<file path="src/rtl/keypad_pkg.sv">
// Shared keypad matrix geometry, FSM state type and key-code decode helpers.
package keypad_pkg;

    localparam int KEY_CODE_W = 4;
    localparam int NUM_KEYS   = 12;
    localparam int ROW_W      = 4;
    localparam int COL_W      = 4;

    typedef enum logic [1:0] {
        IDLE,
        PRESS,
        RELEASE
    } state_t;

    function automatic logic [ROW_W-1:0] code_to_row_sel(input logic [KEY_CODE_W-1:0] code);
        logic [ROW_W-1:0] sel;
        sel = '0;
        sel[code[3:2]] = 1'b1;
        return sel;
    endfunction

    function automatic logic [COL_W-1:0] code_to_col_sel(input logic [KEY_CODE_W-1:0] code);
        logic [COL_W-1:0] sel;
        sel = '0;
        sel[code[1:0]] = 1'b1;
        return sel;
    endfunction

endpackage

</file>
<file path="src/rtl/keypad_emulator_if.sv">
// Key-press request channel: code plus valid/ready handshake from the host side.
interface keypad_emulator_if;
    import keypad_pkg::*;

    logic [KEY_CODE_W-1:0] key_code;
    logic                  key_valid;
    logic                  key_ready;

    modport master (output key_code, output key_valid, input key_ready);
    modport slave  (input key_code, input key_valid, output key_ready);

endinterface

</file>
<file path="src/rtl/keypad_bounce_lfsr.sv">
// 8-bit Fibonacci LFSR (x^8+x^6+x^5+x^4+1, seed 8'hA5) supplying a pseudo-random chatter bit.
module keypad_bounce_lfsr (
    input  logic clock,
    input  logic reset,
    input  logic en,
    output logic bit_out
);

    logic [7:0] q;

    always_ff @(posedge clock or negedge reset) begin
        if (!reset) begin
            q <= 8'hA5;
        end else if (en) begin
            q <= {q[6:0], q[7] ^ q[5] ^ q[4] ^ q[3]};
        end
    end

    assign bit_out = q[0];

endmodule

</file>
<file path="src/rtl/keypad_emulator.sv">
// Virtual 4x4 keypad: accepts a key code, holds it HOLD_CYCLES then forces RELEASE_CYCLES all-up; ready only in IDLE.
// Row lines answer the column strobe combinationally; KEYPAD_BOUNCE_EN adds LFSR chatter at press/release edges.
module keypad_emulator
    import keypad_pkg::*;
#(
    parameter int HOLD_CYCLES    = 16,
    parameter int RELEASE_CYCLES = 4,
    parameter int BOUNCE_CYCLES  = 3
) (
    input  logic             clock,
    input  logic             reset,
    keypad_emulator_if.slave key,
    input  logic [COL_W-1:0] col,
    output logic [ROW_W-1:0] row,
    output logic             S_Row,
    output logic             busy,
    output logic             key_err
);

    localparam int MAX_CNT = (HOLD_CYCLES > RELEASE_CYCLES) ? HOLD_CYCLES : RELEASE_CYCLES;
    localparam int CNT_W   = $clog2(MAX_CNT + 1);

    generate
        if (HOLD_CYCLES < 6) begin : g_hold_chk
            $error("keypad_emulator: HOLD_CYCLES must be >= 6");
        end
        if (RELEASE_CYCLES < 1 || BOUNCE_CYCLES < 0) begin : g_rel_chk
            $error("keypad_emulator: RELEASE_CYCLES must be >= 1");
        end
    endgenerate

    state_t           state;
    logic [CNT_W-1:0] cnt;
    logic [ROW_W-1:0] row_sel;
    logic [COL_W-1:0] col_sel;
    logic             press_q;
    logic             key_down;

    assign key.key_ready = (state == IDLE);

    always_ff @(posedge clock or negedge reset) begin
        if (!reset) begin
            state   <= IDLE;
            cnt     <= '0;
            row_sel <= '0;
            col_sel <= '0;
            press_q <= 1'b0;
            busy    <= 1'b0;
            key_err <= 1'b0;
        end else begin
            key_err <= 1'b0;
            case (state)
                IDLE: begin
                    if (key.key_valid) begin
                        if (key.key_code < KEY_CODE_W'(NUM_KEYS)) begin
                            row_sel <= code_to_row_sel(key.key_code);
                            col_sel <= code_to_col_sel(key.key_code);
                            cnt     <= CNT_W'(HOLD_CYCLES - 1);
                            press_q <= 1'b1;
                            busy    <= 1'b1;
                            state   <= PRESS;
                        end else begin
                            key_err <= 1'b1;
                        end
                    end
                end
                PRESS: begin
                    if (cnt == '0) begin
                        cnt     <= CNT_W'(RELEASE_CYCLES - 1);
                        press_q <= 1'b0;
                        state   <= RELEASE;
                    end else begin
                        cnt <= cnt - 1'b1;
                    end
                end
                RELEASE: begin
                    if (cnt == '0) begin
                        busy  <= 1'b0;
                        state <= IDLE;
                    end else begin
                        cnt <= cnt - 1'b1;
                    end
                end
                default: begin
                    press_q <= 1'b0;
                    busy    <= 1'b0;
                    state   <= IDLE;
                end
            endcase
        end
    end

`ifdef KEYPAD_BOUNCE_EN
    logic chatter;
    logic in_bounce;

    keypad_bounce_lfsr u_lfsr (
        .clock   (clock),
        .reset   (reset),
        .en      (1'b1),
        .bit_out (chatter)
    );

    // Elapsed time in the current phase is the distance from the load value.
    always_comb begin
        in_bounce = 1'b0;
        if (state == PRESS) begin
            in_bounce = (CNT_W'(HOLD_CYCLES - 1) - cnt) < CNT_W'(BOUNCE_CYCLES);
        end else if (state == RELEASE) begin
            in_bounce = (CNT_W'(RELEASE_CYCLES - 1) - cnt) < CNT_W'(BOUNCE_CYCLES);
        end
    end

    assign key_down = in_bounce ? chatter : press_q;
`else
    assign key_down = press_q;
`endif

    // The scanner samples row in the same cycle it drives col, so this path stays combinational.
    assign S_Row = key_down;
    assign row   = (key_down && |(col & col_sel)) ? row_sel : '0;

endmodule

</file>
<file path="src/flat_wrapper.sv">
// flat-port wrapper written by rule: the top's interface ports become plain ports
module keypad_emulator_flat import keypad_pkg::*;
#(
    parameter int HOLD_CYCLES    = 16,
    parameter int RELEASE_CYCLES = 4,
    parameter int BOUNCE_CYCLES  = 3
)
  (clock, reset, col, row, S_Row, busy, key_err, key_key_code, key_key_valid, key_key_ready);
  keypad_emulator_if key_i ();
  input  logic clock;
  input  logic reset;
  input  logic [COL_W-1:0] col;
  output logic [ROW_W-1:0] row;
  output logic S_Row;
  output logic busy;
  output logic key_err;
  input wire logic [$bits(key_i.key_code)-1:0] key_key_code;
  input wire logic [$bits(key_i.key_valid)-1:0] key_key_valid;
  output wire logic [$bits(key_i.key_ready)-1:0] key_key_ready;
  assign key_i.key_code = key_key_code;
  assign key_i.key_valid = key_key_valid;
  assign key_key_ready = key_i.key_ready;
  keypad_emulator #(.HOLD_CYCLES(HOLD_CYCLES), .RELEASE_CYCLES(RELEASE_CYCLES), .BOUNCE_CYCLES(BOUNCE_CYCLES)) u_core (.clock(clock), .reset(reset), .key(key_i), .col(col), .row(row), .S_Row(S_Row), .busy(busy), .key_err(key_err));
endmodule
</file>
<file path="config.mk">
export PLATFORM = sky130hd
export DESIGN_NAME = keypad_emulator_flat
export DESIGN_NICKNAME = d
export VERILOG_FILES = /design/src/rtl/keypad_pkg.sv /design/src/rtl/keypad_emulator_if.sv /design/src/rtl/keypad_bounce_lfsr.sv /design/src/rtl/keypad_emulator.sv /design/src/flat_wrapper.sv
export SDC_FILE = /design/constraint.sdc
export NUM_CORES = 1
export LEC_CHECK = 0
export ABC_CLOCK_PERIOD_IN_PS = 3700
export BUFFER_PORTS_ARGS = -buffer_cell sky130_fd_sc_hd__buf_2
export CORE_MARGIN = 1.5
export CORE_UTILIZATION = 45
export CTS_BUF_LIST = sky130_fd_sc_hd__clkbuf_2
export DETAILED_ROUTE_END_ITERATION = 8
export PLACE_DENSITY = 0.64
export SYNTH_ARGS = -nofsm -noshare
export SYNTH_HDL_FRONTEND = slang
export SYNTH_SLANG_ARGS = --single-unit
</file>
<file path="constraint.sdc">
create_clock -name clock -period 3.7 [get_ports clock]
set_input_delay 0.185 -clock clock [delete_from_list [all_inputs] [get_ports clock]]
set_output_delay 0.185 -clock clock [all_outputs]
set_load 0.05 [all_outputs]
</file>
Word-level counts from Yosys, hierarchy flattened:

Index checks and enable logic that the tools add are counted.

* muxes and demuxes: 23
* equal/unequal tests: 7
* $lt $le $gt $ge: 5
* bitwise gates (word level): 3
* add/subtract/negate cells: 1
* reductions and logical operators: 12

Operators by type and width (number)
* $mux 5: 4
* $reduce_and 4->1: 4
* $pmux 5 s3: 1
* $mux 1: 8
* $mux 2: 4
* $lt 2x3->1 const B: 2
* $ne 2x1->1 const B: 3
* $pmux 1 s3: 2
* $pmux 2 s3: 1
* $logic_not 5->1: 1
* $sub 5x1->5 const B: 1
* $and 4x4->4: 1
* $demux 1 s2: 2
* $ge 2x1->1 const B: 2
* $lt 4x4->1 const B: 1
* $mux 4: 1
* $ne 2x2->1 const B: 2
* $reduce_or 4->1: 1
* $logic_and 1x1->1: 3
* $reduce_and 3->1: 1
* $reduce_bool 3->1: 1
* $eq 2x1->1 const B: 1
* $eq 2x2->1 const B: 1
* $logic_not 2->1: 1
* $not 1->1: 2

* bits of input ports: 11
* word-level logic and storage cells: 58
* register bits: 18

Longest topological paths before layout:

* depth after elaboration: 4
* gate-level depth with buffers: 7
* gate-level depth less buffers: 6

Worst setup path after synthesis:

No wires, ideal clock.

* path type: register to register
* from: register u_core.state[0]
* to: register u_core.cnt[2]
* setup slack: 1.625 ns
* period minus slack after synthesis: 2.075 ns
* path buffers: 1
* required time: 3.579 ns
* arrival time: 1.954 ns
* cell stages (with the launch flop): 8
* cells stage by stage: dfrtp_1 -> inv_1 -> ha_1 -> clkbuf_1 -> nor3_1 -> a221oi_4 -> o21ai_0 -> a22o_1

* word-level cells in the longest chain between the ends: 3
* elaborated cells between the ends (all ways): 9

Ends and longest elaborated chain
* from (decl): line keypad_emulator.sv:32 `state_t state;`
* from (signal assigned): line keypad_emulator.sv:43 `state <= IDLE;`
* from (signal assigned): line keypad_emulator.sv:61 `state <= PRESS;`
* from (signal assigned): line keypad_emulator.sv:71 `state <= RELEASE;`
* $logic_not 2->1 (*)
* via key_key_ready: line flat_wrapper.sv:19 `output wire logic [$bits(key_i.key_ready)-1:0] key_key_ready;`
* $ne 2x1->1 (no source line), or another cell as far along
* $reduce_and 4->1 (no source line)
* to (signal assigned): line keypad_emulator.sv:58 `cnt <= CNT_W'(HOLD_CYCLES - 1);`
* to (signal assigned): line keypad_emulator.sv:69 `cnt <= CNT_W'(RELEASE_CYCLES - 1);`
* to (signal assigned): line keypad_emulator.sv:73 `cnt <= cnt - 1'b1;`
* to (decl): line keypad_emulator.sv:33 `logic [CNT_W-1:0] cnt;`

Mark *: on every way through the listed nets, which the timed path passes. The rest lies on a longest branch.
A chain may end at the register's enable or synchronous reset.

Final worst setup path:

* from: register u_core.state[0]
* to: register u_core.cnt[2]

* word-level cells in the longest chain between the ends: 3
* elaborated cells between the ends (all ways): 9

Ends and longest elaborated chain
* $eq 2x2->1, or another cell as far along: line keypad_emulator.sv:52 `case (state)`
* $ne 2x2->1 (no source line), or another cell as far along
* $reduce_and 4->1 (no source line)

Several ways; a longest one is shown, not always the timed one.

==> out/results.tsv <==
metric	value	unit
syn-cell-area	968	um2
yosys_warnings	0	
critical_path_required	3900	ps
total_leakage_power	0.527	nW
cts_tree	built	
dp.cells	144	
drive_above_1_share	21.3	%
multi_input_area	484	um2
dpl_cell_area	1080	um2
via_per_inst	5.24	
portBuffers	18	
syn_avg_cell_area	9.59	um2
gp_congestion	0.817	
cts_sinks	18	
post_drt_wl_per_cell	12.6	um
grt.overflow.total	0	
fillers	194	
path_clk_slew	170	ps
finalCriticalPeriod	1850	ps
synth_nets	116	
path_max_fanout	9	
start_util	48.4	%
setup_viol	0	
max_cap_viol_count	0	
drt_iter0_markers	7	
final_hold_viol_count	0	
h-tree-depth	1	
grt_pass1_vias	761	
slew_viol_final	0	
start_kind	flip-flop	
drt_pass1_iterations	4	
synth-async-reset-ratio	100	%
fin_cells	149	
grt_pass1_wl	3.14	mm
postLayoutSetupSlackWorst	1850	ps
core_area	2000	um2
die_y	49.4	um
fin_nets	138	
clockRootBuffer	clkbuf_2	
maxSlewHeadroom	62.6	%
dr_total_vias	781	
wl	1.88	mm
hpwl	1.47	mm
ys_types	29	
grt_antenna_before_repair	0	
rows	16	
die_w	49.4	um
grt_max_degree	19	
status	finished, final reports clean	
dieArea	2440	um2
synth-edff-count	0	
cp_data_arrival_time	2050	ps
yosysSeqAreaShare	46.5	%
track_usage	16.7	%
antenna_left	0	
cp-end-kind	flip-flop	
skew	2.29	ps
tightest_slew	559	ps
cts_buffer_depth	2	
fmax	540	MHz
synth_ff_type	dfrtp_1	
rsz0062_at_grt	false	
areaGrowthSynthToFinish	15.0	%
synth_cells	101	
post-cts-setup-buffer-count	0	
drcViolationCount	0	
insertedDiodeCount	0	
seqCellArea	450	um2
clk_latency	280	ps
cts_made_buffers	3	
pre_cts_slack	1850	ps
p_per_area	726	nW/um2
setup_tns	0	ps
vdd_drop_max	0.000401	V
reg2reg_slack	1850	ps
hold_path.class	in2reg	
path_class	reg2reg	
io-pin-count	19	
power.total	809	uW
final_area	1110	um2
synth_seq_cells	18	
fin_crit_sh	50.1	%
==> critical path: stages (launching register included) <==
cell and delay (ps):
dfrtp_1 430, inv_1 90, ha_1 350, nor3_1 150, a221oi_4 380, o21ai_0 160, a22o_1 200
==> kinds of logic after synthesis <==
group                    synth area share [%]
AND/OR/NAND/NOR                          19.5
flip-flops                               46.5
adder cells (fa/ha/maj)                  5.17
buffers and inverters                    3.49
AO/OA/AOI/OAI                            25.3
==> layer usage <==
metal | part of all wire (%) | routed length, um | vias up | track usage, %
li1 | - | - | 397 | -
met4 | 1.2 | 23 | 0 | 6.02
met3 | 2.9 | 55 | 2 | 2.76
met1 | 47 | 885 | 368 | 20.1
met2 | 49 | 914 | 14 | 29.7
met5 | 0 | 0 | - | 0
==> through the flow <==
step,utilization (%),hold WS [ps]
after global placement,54.2,137
after CTS,55.6,71.2
after global routing,55.6,72.1
after floorplan,-,-111
final,55.6,92.5
after detailed placement,54.2,137
==> report_power, final <==
group	total [mW]	internal, mW	switching [mW]
sequential	0.313	0.265	0.0489
combinational	0.414	0.145	0.269
clock	0.0811	0.0235	0.0576
==> final timing paths <==
path,startpoint,end,depth (start not counted)
min,key_key_code[0],u_core.col_sel[0],2
min in group asynchronous,reset,u_core.col_sel[0],2
max reg2reg,u_core.state[0],u_core.cnt[2],6
max,u_core.state[0],u_core.cnt[2],6
min reg2reg,u_core.row_sel[0],u_core.row_sel[0],2
max in group asynchronous,reset,u_core.state[1],2
==> cell type report <==
type	count	share of cell area, %
inverter	7	2.36
tap	27	3.03
timing repair buffer	19	8.99
clock inverter	1	0.337
multi-input combinational	74	43.5
clock buffer	3	1.35
sequential	18	40.4
==> cells in the mapped netlist (2+ instances only) <==
master,instances,area (um2)
a21oi_1,5,25.0
a22o_1,3,26.3
a22oi_1,2,15.0
a31oi_1,2,12.5
and2_1,5,31.3
clkbuf_1,2,7.51
dfrtp_1,18,450
ha_1,4,50.1
inv_1,7,26.3
nand2_1,11,41.3
nand2b_1,4,25.0
nor2_1,11,41.3
nor3_1,2,10.0
o21ai_0,3,15.0
o21ai_1,7,35.0
o31ai_1,2,15.0
==> cells in the final DEF, fill, tap and decap left out, types with 2 or more instances in the layout <==
cell | netlist | final
and2_1 | 5 | 5
dfrtp_1 | 18 | 18
buf_2 | 0 | 18
o21ai_1 | 7 | 7
nand2b_1 | 4 | 4
nand2_1 | 11 | 11
inv_1 | 7 | 7
a22o_1 | 3 | 3
nor3_1 | 2 | 2
a31oi_1 | 2 | 2
o21ai_0 | 3 | 3
nor2_1 | 11 | 11
a21oi_1 | 5 | 5
o31ai_1 | 2 | 2
ha_1 | 4 | 4
a22oi_1 | 2 | 2
clkbuf_2 | 0 | 3
==> registers in the layout (all words and copies together), names as in the netlist <==
signal	cells
u_core.S_Row	1
u_core.busy	1
u_core.row_sel	4
u_core.col_sel	4
u_core.state	2
u_core.key_err	1
u_core.cnt	5
==> timing repair <==
item	CTS	global route
hold buffers	1	0
hold endpoints to repair	18	0
resized for setup	0	0
Power figures use the tool's default switching activity.
